==> src/rtl/axis_pkt_len_meter.sv <==
// axis_pkt_len_meter
// Passive AXI-Stream packet-length monitor. It watches tvalid/tready/tlast/tkeep
// and reports each packet's byte length with a one-cycle strobe. It also flags
// illegal tkeep patterns and length overflow (the length saturates), and keeps
// wrapping packet/error counters. It never drives the bus.
module axis_pkt_len_meter #(
    parameter int DATA_WIDTH = 64,
    parameter int KEEP_WIDTH = DATA_WIDTH / 8,
    parameter int LEN_WIDTH  = 16,
    parameter int CNT_WIDTH  = 32
) (
    input  logic                  axis_aclk,
    input  logic                  axis_aresetn,
    input  logic                  axis_tvalid,
    input  logic                  axis_tready,
    input  logic [DATA_WIDTH-1:0] axis_tdata,
    input  logic                  axis_tlast,
    input  logic [KEEP_WIDTH-1:0] axis_tkeep,
    input  logic                  stat_clear,
    output logic                  len_valid,
    output logic [LEN_WIDTH-1:0]  packet_len_bytes,
    output logic                  len_err,
    output logic                  in_packet,
    output logic [CNT_WIDTH-1:0]  pkt_count,
    output logic [CNT_WIDTH-1:0]  err_count
);

    localparam int POP_W = $clog2(KEEP_WIDTH + 1);

    typedef enum logic [0:0] {
        ST_IDLE   = 1'b0,
        ST_IN_PKT = 1'b1
    } state_e;

    // Number of enabled bytes in a beat.
    function automatic logic [POP_W-1:0] popcount(input logic [KEEP_WIDTH-1:0] v);
        logic [POP_W-1:0] c;
        c = {POP_W{1'b0}};
        for (int i = 0; i < KEEP_WIDTH; i++) begin
            c = c + POP_W'(v[i]);
        end
        return c;
    endfunction

    // True when the set bits form a run starting at bit 0 (includes all-zero).
    // Adding one to such a value clears every set bit, so the AND is zero.
    function automatic logic keep_contiguous(input logic [KEEP_WIDTH-1:0] v);
        logic [KEEP_WIDTH-1:0] v_inc;
        v_inc = v + KEEP_WIDTH'(1);
        return ((v & v_inc) == {KEEP_WIDTH{1'b0}});
    endfunction

    // The data bus is not inspected; it is folded here only so it is consumed.
    logic unused_tdata_s;
    assign unused_tdata_s = ^axis_tdata;

    // Registered state
    state_e                state_q, state_d;
    logic [LEN_WIDTH-1:0]  acc_q, acc_d;
    logic                  kerr_q, kerr_d;
    logic                  ovf_q, ovf_d;
    logic                  len_valid_q, len_valid_d;
    logic [LEN_WIDTH-1:0]  len_q, len_d;
    logic                  len_err_q, len_err_d;
    logic [CNT_WIDTH-1:0]  pkt_cnt_q, pkt_cnt_d;
    logic [CNT_WIDTH-1:0]  err_cnt_q, err_cnt_d;

    // Beat qualification and arithmetic
    logic                  beat_s;
    logic                  last_beat_s;
    logic                  mid_beat_s;
    logic [POP_W-1:0]      pop_s;
    logic [LEN_WIDTH:0]    sum_s;
    logic                  sum_ovf_s;
    logic [LEN_WIDTH-1:0]  sat_s;
    logic                  keep_full_s;
    logic                  keep_last_ok_s;
    logic                  pkt_err_s;

    assign beat_s         = axis_tvalid & axis_tready;
    assign last_beat_s    = beat_s & axis_tlast;
    assign mid_beat_s     = beat_s & ~axis_tlast;
    assign pop_s          = popcount(axis_tkeep);
    // One extra bit so the carry out of the length field is visible.
    assign sum_s          = {1'b0, acc_q} + (LEN_WIDTH + 1)'(pop_s);
    assign sum_ovf_s      = sum_s[LEN_WIDTH];
    assign sat_s          = sum_ovf_s ? {LEN_WIDTH{1'b1}} : sum_s[LEN_WIDTH-1:0];
    assign keep_full_s    = &axis_tkeep;
    assign keep_last_ok_s = keep_contiguous(axis_tkeep);
    // Error status of the packet closing on this beat, including the beat itself.
    assign pkt_err_s      = kerr_q | ovf_q | ~keep_last_ok_s | sum_ovf_s;

    // Packet framing FSM: IN_PKT between the first and the last accepted beat.
    always_comb begin
        state_d = state_q;
        case (state_q)
            ST_IDLE: begin
                if (mid_beat_s) begin
                    state_d = ST_IN_PKT;
                end else begin
                    state_d = ST_IDLE;
                end
            end
            ST_IN_PKT: begin
                if (last_beat_s) begin
                    state_d = ST_IDLE;
                end else begin
                    state_d = ST_IN_PKT;
                end
            end
            default: begin
                state_d = ST_IDLE;
            end
        endcase
    end

    // Length accumulation, error flags and the length/strobe output registers.
    always_comb begin
        acc_d       = acc_q;
        kerr_d      = kerr_q;
        ovf_d       = ovf_q;
        len_valid_d = 1'b0;
        len_d       = len_q;
        len_err_d   = len_err_q;
        if (last_beat_s) begin
            len_d       = sat_s;
            len_err_d   = pkt_err_s;
            len_valid_d = 1'b1;
            acc_d       = {LEN_WIDTH{1'b0}};
            kerr_d      = 1'b0;
            ovf_d       = 1'b0;
        end else if (mid_beat_s) begin
            // Bytes are still counted on a violating beat; only the flag records it.
            acc_d  = sat_s;
            kerr_d = kerr_q | ~keep_full_s;
            ovf_d  = ovf_q | sum_ovf_s;
        end else begin
            acc_d = acc_q;
        end
    end

    // Statistics counters; a clear takes priority over a coincident increment.
    always_comb begin
        pkt_cnt_d = pkt_cnt_q;
        err_cnt_d = err_cnt_q;
        if (stat_clear) begin
            pkt_cnt_d = {CNT_WIDTH{1'b0}};
            err_cnt_d = {CNT_WIDTH{1'b0}};
        end else if (last_beat_s) begin
            pkt_cnt_d = pkt_cnt_q + CNT_WIDTH'(1);
            err_cnt_d = err_cnt_q + CNT_WIDTH'(pkt_err_s);
        end else begin
            pkt_cnt_d = pkt_cnt_q;
            err_cnt_d = err_cnt_q;
        end
    end

    // State register with synchronous active-low reset; a partial packet is dropped.
    always_ff @(posedge axis_aclk) begin
        if (!axis_aresetn) begin
            state_q     <= ST_IDLE;
            acc_q       <= {LEN_WIDTH{1'b0}};
            kerr_q      <= 1'b0;
            ovf_q       <= 1'b0;
            len_valid_q <= 1'b0;
            len_q       <= {LEN_WIDTH{1'b0}};
            len_err_q   <= 1'b0;
            pkt_cnt_q   <= {CNT_WIDTH{1'b0}};
            err_cnt_q   <= {CNT_WIDTH{1'b0}};
        end else begin
            state_q     <= state_d;
            acc_q       <= acc_d;
            kerr_q      <= kerr_d;
            ovf_q       <= ovf_d;
            len_valid_q <= len_valid_d;
            len_q       <= len_d;
            len_err_q   <= len_err_d;
            pkt_cnt_q   <= pkt_cnt_d;
            err_cnt_q   <= err_cnt_d;
        end
    end

    assign len_valid        = len_valid_q;
    assign packet_len_bytes = len_q;
    assign len_err          = len_err_q;
    assign in_packet        = (state_q == ST_IN_PKT);
    assign pkt_count        = pkt_cnt_q;
    assign err_count        = err_cnt_q;

endmodule

==> config.mk <==
export PLATFORM = sky130hd
export DESIGN_NAME = axis_pkt_len_meter
export DESIGN_NICKNAME = d
export VERILOG_FILES = /design/src/rtl/axis_pkt_len_meter.sv
export SDC_FILE = /design/constraint.sdc
export NUM_CORES = 1
export LEC_CHECK = 0
export BUFFER_PORTS_ARGS = -buffer_cell sky130_fd_sc_hd__buf_2
export CAP_MARGIN = 25
export CORE_MARGIN = 3
export CORE_UTILIZATION = 51
export DETAILED_ROUTE_END_ITERATION = 12
export HOLD_SLACK_MARGIN = 0.1
export PLACE_DENSITY = 0.81
export SETUP_SLACK_MARGIN = 0.15
export SYNTH_ARGS = -nofsm -noshare
export SYNTH_HDL_FRONTEND = slang
export SYNTH_SLANG_ARGS = --single-unit
==> constraint.sdc <==
create_clock -name axis_aclk -period 6 [get_ports axis_aclk]
set_input_delay 0.3 -clock axis_aclk [delete_from_list [all_inputs] [get_ports axis_aclk]]
set_output_delay 0.3 -clock axis_aclk [all_outputs]
set_load 0.005 [all_outputs]
==> results of run 1 <==
-- synthesized netlist by cell type (14+ instances only) --
cell	number	area, sq um
dfxtp_1	101	2020
nor2_1	76	285
o21ai_0	46	230
a21oi_1	41	205
nand2_1	35	131
nand4_1	31	194
xor2_1	31	272
nand3_1	30	150
xnor2_1	23	201
inv_1	22	82.6
clkbuf_1	18	67.6
or3_1	18	113
nor3_1	14	70.1
-- flip-flops by register name (all words and copies together), names as in the netlist, named ones only --
| name | count |
|---|---|
| err_count | 32 |
| pkt_count | 32 |
| acc_q | 16 |
| packet_len_bytes | 16 |
| kerr_q | 1 |
| len_err | 1 |
| len_valid | 1 |
| ovf_q | 1 |
-- per-stage QoR --
stage	cells	cell area, sq um	hold slack [ns]	utilization, %
floorplan	577	4800	0.432	-
global placement	759	5340	0.450	59.8
detailed placement	760	5360	0.454	60.0
CTS	776	5540	0.289	62.0
global route	777	5540	0.312	62.0
finish	777	5540	0.304	62.0
-- critical path, cell delays in order --
cell and delay [ns]:
buf_2 0.13, fa_1 0.54, inv_1 0.05, fa_1 0.49
fa_1 0.41, inv_1 0.08, fa_1 0.22, fa_1 0.23
a21o_1 0.15, a21o_1 0.27, nand3_1 0.15, nand2_1 0.11
ha_1 0.19, ha_1 0.26, inv_1 0.14, or4_1 0.72
or3_1 0.40, a21oi_1 0.15
-- worst min path at each step --
stage                  start        to  slack, ns  cells past startpoint
3_5_place_dp        acc_q[2]  acc_q[2]       0.45                      2
2_1_floorplan       acc_q[1]  acc_q[1]       0.43                      2
4_1_cts        axis_tkeep[3]   len_err       0.29                      3
5_1_grt        axis_tkeep[3]   len_err       0.31                      3
6_report       axis_tkeep[3]   len_err       0.30                      3
3_3_place_gp        acc_q[2]  acc_q[2]       0.45                      2
-- cells by family after synthesis --
family | share of synthesized area (%)
AOI/OAI and AO/OA | 13.7
adders and majority gates | 4.95
buffers and inverters | 3.78
xor gates and xnor gates | 9.85
DFF | 42.1
and+or+nand+nor | 25.6
-- final cells by class --
class | count | area (sq um) | area share, %
multi-input combinational | 429 | 2600 | 46.9
clock inverter | 5 | 36.3 | 0.655
sequential | 101 | 2020 | 36.5
clock buffer | 11 | 141 | 2.55
timing repair buffer | 101 | 523 | 9.44
tap | 108 | 135 | 2.44
inverter | 22 | 82.6 | 1.49
-- routing by layer --
layer / GRT usage, % / share of wire [%]
met5: 0 / 0
met4: 8.17 / 1.6
met1: 28.9 / 46
met2: 35.9 / 48
met3: 3.59 / 4.6
-- cells in the final DEF (no fill, tap or decap), types with 3 or more instances in the layout --
| cell | count |
|---|---|
| clkbuf_8 | 10 |
| inv_1 | 22 |
| xnor2_1 | 23 |
| and4_1 | 7 |
| a21o_1 | 4 |
| buf_2 | 97 |
| ha_1 | 11 |
| buf_4 | 3 |
| dfxtp_1 | 101 |
| nor3_1 | 14 |
| clkinvlp_4 | 3 |
| fa_1 | 5 |
| nand2_1 | 35 |
| a21oi_1 | 41 |
| and3_1 | 8 |
| nor2_1 | 76 |
| xor2_1 | 31 |
| o21ai_0 | 46 |
| a31oi_1 | 9 |
| or3_1 | 18 |
| nand4_1 | 31 |
| nand3_1 | 30 |
| or4_1 | 3 |
| and2_1 | 3 |
| nor4_1 | 11 |
-- where the power goes --
group          internal (mW)  total [mW]  switching (mW)
logic                 0.0431       0.108          0.0650
clock network          0.162       0.395           0.232
registers              0.679       0.683         0.00436
total                  0.884        1.19           0.302
==> metrics.cfg, run 1 <==
[floorplan]
start_util_pct = 53.7
num_rows = 34
fp.dieArea_sq_um = 10600
dieHeight_um = 103
io_pins = 161
die_w_um = 103
core_sq_um = 8930

[critical_path]
reg2reg_depth = 16
crit_start = axis_tkeep[0]
crit_type = input port to flip-flop
r2r_end = err_count[28]
r2r_slack_ns = 1.53
cp-end-kind = flip-flop
worst_setup_path_start_kind = input port
cp.arrival_ns = 5.01
crit_path_max_fanout = 12
worstPathRequired_ns = 6.29
reg2reg_from = acc_q[0]
crit_end = err_count[28]

[logic_synthesis]
syn_area_sq_um = 4800
synth.distinct_cells = 42
synth_edf_count = 0
async_flop_share_pct = 0
seq_area_frac_synth_pct = 42.1
yosys_warnings = 0
synthCells = 577
syn_avg_cell_area_sq_um = 8.32
synth_nets = 671
synth_flop_cell = dfxtp_1
ys_ff_latch = 101

[detailed_routing]
ant_nets = 0
dr.pass1.iters = 5
drc_errors = 0
routedWlPerCell_um = 14.6
vias_per_cell = 5.75
vias = 4467
drt-initial-drc-count = 247
drt-total-wl_um = 11400

[sta]
fmax_ghz = 0.212
setup_tns_ns = 0
rsz0062_at_grt = no
slew_headroom_pct = 41.8
layout_min_cycle_time_ns = 4.72
setup_viol = 0
finalHoldViolCount = 0
finalCritPeriodShare_pct = 78.7
worstMarginPinSlew_ns = 0.871
drv_slew = 0
layout_setup_ws_ns = 1.28
skew_ns = 0.00860

[final_layout]
fillCellCount = 802
area_growth_pct = 15.4
drive_above_1_share_pct = 18.1
antenna_cells = 0
final_nets = 758

[global_route]
grt_pass1_vias = 4144
antenna_found_initial = 0
grt_first_pass_wirelength_um = 19000
grt_max_degree = 65
grt_overflow = 0
globalRouteTotalUtil_pct = 21.9

[cts]
cts_root_buffer = clkbuf_8
postCtsSetupRepairBufs = 0
cts_made_buffers = 9
clkSlewWorstSetupHoldPaths_ns = 0.10
post_cts_resize_count = 0
clkSinkCount = 101
cts.path.max_buffers = 2
cts_hold_buf = 0
cts_max_level = 3
clk_latency_ns = 0.36
cts_tree = built

[power]
power.density_nw_per_um2 = 214
p_leak_nw = 2.18
power_mw = 1.19
irDropWorstVdd_uv = 134

[run_status]
outcome = completed

[place]
dpl_worst_slack_ns = 0.937
port_buffers = 96
place_congestion = 0.892
dp_hpwl_um = 8170

[hold_path]
hp-class = input port to flip-flop

[job]
drv_cap = 0

No activity file was read; power rests on OpenSTA's default activity.
==> inputs of run 2 (changes only) <==
clock period = 4.4 ns   (was 6 ns; I/O delays follow)
==> metrics.cfg, run 2 (same netlist as run 1, synthesis figures left out) <==
[place]
dp_hpwl_um = 8390  ; +2.7%
port_buffers = 96  ; unchanged
dpl_cell_area_sq_um = 5470  ; +2.1%
dp_cells = 771  ; +1.4%
place_congestion = 0.847  ; -5.1%

[power]
p_sw_uw = 417  ; +38%
seqPwrFrac_pct = 55.1  ; -2.5 points
p_clk_share_pct = 35.3  ; +2.0 points
p_comb_share_pct = 9.6  ; +0.5 points
p_leak_nw = 2.24  ; +2.9%
p_sw_share_pct = 24.7  ; -0.76 points
power_mw = 1.69  ; +43%
irDropWorstVdd_uv = 189  ; +41%
power.density_nw_per_um2 = 297  ; +39%
internal-power_mw = 1.27  ; +44%

[critical_path]
reg2reg_from = acc_q[0]
r2r_slack_ns = 0.51  ; -1.02 ns
critical-path-max-stage-delay_ns = 0.56  ; -0.16 ns
cp-end-kind = flip-flop
reg2reg_depth = 16  ; unchanged
worstPathRequired_ns = 4.68  ; -1.61 ns
cp_common_cell = fa_1
cp.arrival_ns = 4.34  ; -0.67 ns
worst_setup_path_start_kind = input port
crit_chain = buf_2 -> fa_1 -> inv_1 -> fa_1 -> fa_1 -> inv_1 -> fa_2 -> fa_2 -> a21o_1 -> a21o_1 -> nand3_4 -> nand2_1 -> ha_2 -> ha_4 -> inv_4 -> or4_4 -> or3_1 -> a21oi_1
r2r_end = err_count[28]
crit_path_max_fanout = 6  ; -6
crit_type = input port to flip-flop
slowest_stage = or4_4

[final_layout]
finish.utilization_pct = 63.7  ; +1.7 points
fillCellCount = 804  ; +0.25%
layout_commonest_cell = dfxtp_1
drive_above_1_share_pct = 20.6  ; +2.5 points
final_cell_mix = dfxtp_1 (101), buf_2 (96), nor2_1 (76), o21ai_0 (46), a21oi_1 (41)
antenna_cells = 0  ; unchanged
final_area_sq_um = 5690  ; +2.7%
final_nets = 770  ; +1.6%
area_growth_pct = 18.5
area.sequential_sq_um = 2020  ; unchanged
multiInputGateArea_sq_um = 2650  ; +1.8%
instances_no_fill = 789  ; +1.5%

[floorplan]
num_rows = 34  ; unchanged
io_pins = 161  ; unchanged
die_w_um = 103  ; unchanged
dieHeight_um = 103  ; unchanged
fp.dieArea_sq_um = 10600  ; unchanged
core_sq_um = 8930  ; unchanged
start_util_pct = 53.7  ; unchanged

[detailed_routing]
ant_nets = 0  ; unchanged
routedWlPerCell_um = 14.9  ; +1.8%
drt-initial-drc-count = 271  ; +9.7%
dr.pass1.iters = 5  ; unchanged
vias = 4579  ; +2.5%
drc_errors = 0  ; unchanged
drt-total-wl_um = 11700  ; +3.4%
vias_per_cell = 5.80  ; +0.95%

[cts]
clk_latency_ns = 0.36  ; about the same
cts.path.max_buffers = 2  ; unchanged
clkSinkCount = 101  ; unchanged
clkSlewWorstSetupHoldPaths_ns = 0.10  ; about the same
cts_max_level = 3  ; unchanged
cts_hold_buf = 0  ; unchanged
cts_tree = built
cts_made_buffers = 9  ; unchanged
cts_root_buffer = clkbuf_8

[global_route]
grt_max_degree = 65  ; unchanged
grt_overflow = 0  ; unchanged
grt_pass1_vias = 4169  ; +0.60%
grt_first_pass_wirelength_um = 18900  ; -0.33%
antenna_found_initial = 0  ; unchanged
globalRouteTotalUtil_pct = 22.1  ; +0.20 points

[sta]
setup_viol = 0  ; unchanged
drv_slew = 0  ; unchanged
worstMarginPinSlew_ns = 0.664  ; -0.207 ns
skew_ns = 0.0162  ; +0.00760 ns
finalHoldViolCount = 0  ; unchanged
fmax_ghz = 0.246
finalCritPeriodShare_pct = 92.4
slew_headroom_pct = 55.5  ; +14 points
layout_min_cycle_time_ns = 4.06
rsz0062_at_grt = yes

[hold_path]
holdPathStages = 3  ; unchanged
hp-class = input port to flip-flop
worstHoldStart = axis_tkeep[3]
hold_end = len_err

[run_status]
outcome = completed

[job]
drv_cap = 0  ; unchanged

==> run 2: changes by cell type in the layout (fill, tap and decap cells not counted), sizes merged <==
cell	delta
or4	+1
clkinvlp	-1
buf	+10
clkbuf	+1
clkinv	-1
bufinv	+1
inv	+1
==> run 2: repair_timing <==
action / CTS / global route
setup endpoints to repair: 0 / 2
buffers inserted: 0 / 0
gates resized for setup: 0 / 1
==> run 2: layout make-up <==
| type | count | area share [%] |
|---|---|---|
| flip-flops and latches | 101 | 35.5 |
| clock buffers | 11 | 2.49 |
| multi-input cells | 430 | 46.5 |
| clock inverters | 5 | 1.03 |
| inverters | 22 | 1.50 |
| well taps | 108 | 2.38 |
| repair buffers | 112 | 10.5 |
==> run 2: critical path: cells and delay by family <==
| kind | cells | cell delay, ns |
|---|---|---|
| AOI/OAI and AO/OA | 3 | 0.48 |
| adders and majority gates | 7 | 2.24 |
| buffers and inverters | 4 | 0.29 |
| and+or+nand+nor | 4 | 1.11 |
==> run 2: power groups by stage <==
stage	Combinational, mW	Sequential (mW)	Clock, mW
after floorplan	0.105	0.953	0
after global placement	0.155	0.952	0
after detailed placement	0.164	0.953	0
after CTS	0.165	0.932	0.614
after global routing	0.186	0.934	0.652
final	0.163	0.931	0.596
==> run 2: through the flow <==
step / TNS [ns] / setup WS (ns) / hold WS [ns]
2_1_floorplan: 0 / 0.113 / 0.413
3_3_place_gp: 0 / 0.00557 / 0.447
3_5_place_dp: -0.0368 / -0.0298 / 0.462
4_1_cts: 0 / 0.319 / 0.208
5_1_grt: 0 / 0.130 / 0.250
6_report: 0 / 0.336 / 0.225
==> run 2: per-layer routing <==
layer  vias to the layer above  global-route usage, %  routed length, um
li1                       2253                      -                  -
met5                         -                      0                  0
met3                        14                   3.92                729
met2                       149                   36.7               5760
met4                         0                   7.77                137
met1                      2163                   28.8               5120
==> run 2: worst max-delay path by stage <==
stage	startpoint	end	slack, ns	cells after the start
final	axis_tkeep[0]	err_count[28]	0.34	18
after global placement	axis_tkeep[0]	err_count[28]	0.006	18
after detailed placement	axis_tkeep[0]	err_count[28]	-0.03	18
after floorplan	axis_tkeep[0]	err_count[24]	0.11	18
after global routing	axis_tkeep[0]	err_count[28]	0.13	18
after CTS	axis_tkeep[0]	err_count[28]	0.32	18
==> inputs of run 3 (changes only) <==
BUFFER_PORTS_ARGS = not set   (was -buffer_cell sky130_fd_sc_hd__buf_2)
CORE_UTILIZATION = 61   (was 51)
CTS_CLUSTER_DIAMETER = 150   (was not set)
DONT_BUFFER_PORTS = 1   (was not set)
PLACE_DENSITY = 0.77   (was 0.81)
SKIP_CTS_REPAIR_TIMING = 1   (was not set)
==> metrics.cfg, run 3 (same netlist as run 1, synthesis figures left out) <==
[cts]
clkSlewWorstSetupHoldPaths_ns = 0.10  ; about the same
clk_latency_ns = 0.37  ; about the same
cts_tree = built
cts_root_buffer = clkbuf_8
cts.path.max_buffers = 2  ; unchanged
cts_max_level = 3  ; unchanged
cts_made_buffers = 9  ; unchanged
clkSinkCount = 101  ; unchanged

[critical_path]
critical-path-max-stage-delay_ns = 0.58  ; +0.02 ns
r2r_slack_ns = 0.36  ; -0.15 ns
reg2reg_depth = 16  ; unchanged
worst_setup_path_start_kind = input port
slowest_stage = or4_4
crit_buf_inv = 3  ; -1
crit_path_max_fanout = 12  ; +6
crit_family = adder cells
worstPathRequired_ns = 4.69  ; about the same
cp.arrival_ns = 4.35  ; about the same
cp-end-kind = flip-flop
reg2reg_from = acc_q[0]
crit_chain = fa_1 -> inv_1 -> fa_1 -> fa_1 -> inv_1 -> fa_2 -> fa_2 -> a21o_1 -> a21o_1 -> nand3_4 -> nand2_1 -> ha_2 -> ha_4 -> inv_4 -> or4_4 -> or3_1 -> a21oi_1
r2r_end = err_count[28]
crit_type = input port to flip-flop
cp_common_cell = fa_1

[detailed_routing]
routedWlPerCell_um = 16.2  ; +9.2%
drt-initial-drc-count = 167  ; -38%
vias_per_cell = 6.12  ; +5.5%
drt-total-wl_um = 11000  ; -6.3%
vias = 4144  ; -9.5%
ant_nets = 0  ; unchanged
drc_errors = 0  ; unchanged
dr.pass1.iters = 4  ; -1

[sta]
layout_setup_ws_ns = 0.337  ; +0.00103 ns
drv_slew = 0  ; unchanged
setup_viol = 0  ; unchanged
rsz0062_at_grt = no
skew_ns = 0.0125  ; -0.00371 ns
worst_hold_slack_ns = 0.0909  ; -0.134 ns
finalHoldViolCount = 0  ; unchanged
slew_headroom_pct = 51.1  ; -4.3 points
finalCritPeriodShare_pct = 92.3  ; about the same
layout_min_cycle_time_ns = 4.06  ; -0.00103 ns
fmax_ghz = 0.246  ; about the same
worstMarginPinSlew_ns = 0.726  ; +0.0620 ns
setup_tns_ns = 0  ; unchanged

[final_layout]
drive_above_1_share_pct = 6.40  ; -14 points
finish.utilization_pct = 69.3  ; +5.7 points
final_cell_mix = dfxtp_1 (101), nor2_1 (76), o21ai_0 (46), a21oi_1 (41), nand2_1 (35)
layout_commonest_cell = dfxtp_1
antenna_cells = 0  ; unchanged
area_growth_pct = 7.53
final_nets = 667  ; -13%

[global_route]
grt_overflow = 0  ; unchanged
antenna_found_initial = 0  ; unchanged
grt_pass1_vias = 3869  ; -7.2%
grt_first_pass_wirelength_um = 17900  ; -5.1%
grt_max_degree = 65  ; unchanged
globalRouteTotalUtil_pct = 24.8  ; +2.7 points

[place]
place_congestion = 0.883  ; +4.3%
port_buffers = 0  ; -100%
dp_hpwl_um = 7610  ; -9.2%
dpl_worst_slack_ns = -0.000341  ; +0.0295 ns

[job]
drv_cap = 0  ; unchanged

[floorplan]
num_rows = 31  ; -8.8%
dieHeight_um = 94.7  ; -8.1%
io_pins = 161  ; unchanged
start_util_pct = 64.5  ; +11 points
fp.dieArea_sq_um = 8970  ; -15%
core_sq_um = 7450  ; -17%
die_w_um = 94.7  ; -8.1%

[power]
p_leak_nw = 1.71  ; -24%
power.density_nw_per_um2 = 327  ; +9.9%
power_mw = 1.69  ; -0.24%
irDropWorstVdd_uv = 188  ; -0.68%

[hold_path]
holdPathStages = 2  ; -1
hold_end = len_valid
worstHoldStart = axis_aresetn
hp-class = input port to flip-flop

[run_status]
outcome = completed

-- run 3: worst max path at each step --
stage                             start             to  slack [ns]  cells past startpoint
after floorplan           axis_tkeep[0]  err_count[24]        0.11                     18
after global placement    axis_tkeep[0]  err_count[28]        0.11                     17
after detailed placement  axis_tkeep[0]  err_count[28]     -0.0003                     17
after CTS                      acc_q[0]  err_count[28]        0.36                     16
after global routing      axis_tkeep[0]  err_count[28]        0.20                     17
final                     axis_tkeep[0]  err_count[28]        0.34                     17
-- run 3: worst reg2reg max path: cells and delay by family, from the launching register on --
family | cells | cell delay [ns]
buffers and inverters | 3 | 0.22
and+or+nand+nor | 4 | 1.14
DFF | 1 | 0.32
adders and majority gates | 6 | 1.80
AOI/OAI and AO/OA | 3 | 0.50
-- run 3: per-stage QoR --
stage	std cells	area (sq um)
after global placement	658	4920
after floorplan	577	4850
after global routing	677	5160
after CTS	674	5130
after detailed placement	658	4920
final	677	5160
-- run 3: per-layer routing --
metal	track usage, %	routed length, um
met1	30.3	4740
met5	0	0
met2	41.2	5190
met3	6.85	878
met4	9.98	187
-- run 3: final cells by class --
type                            count  area, sq um
Fill cell                         602         2280
Inverter                           22         85.1
Timing Repair Buffer               10         85.1
Tap cell                           99          124
Clock inverter                      5         58.8
Sequential cell                   101         2020
Multi-Input combinational cell    429         2640
Clock buffer                       11          151
-- run 3: power by group --
part           leakage, nW  internal, mW  switching, mW
Clock                0.102         0.294          0.322
Combinational        0.789        0.0522         0.0847
Sequential           0.816         0.926        0.00842
Total                 1.71          1.27          0.415
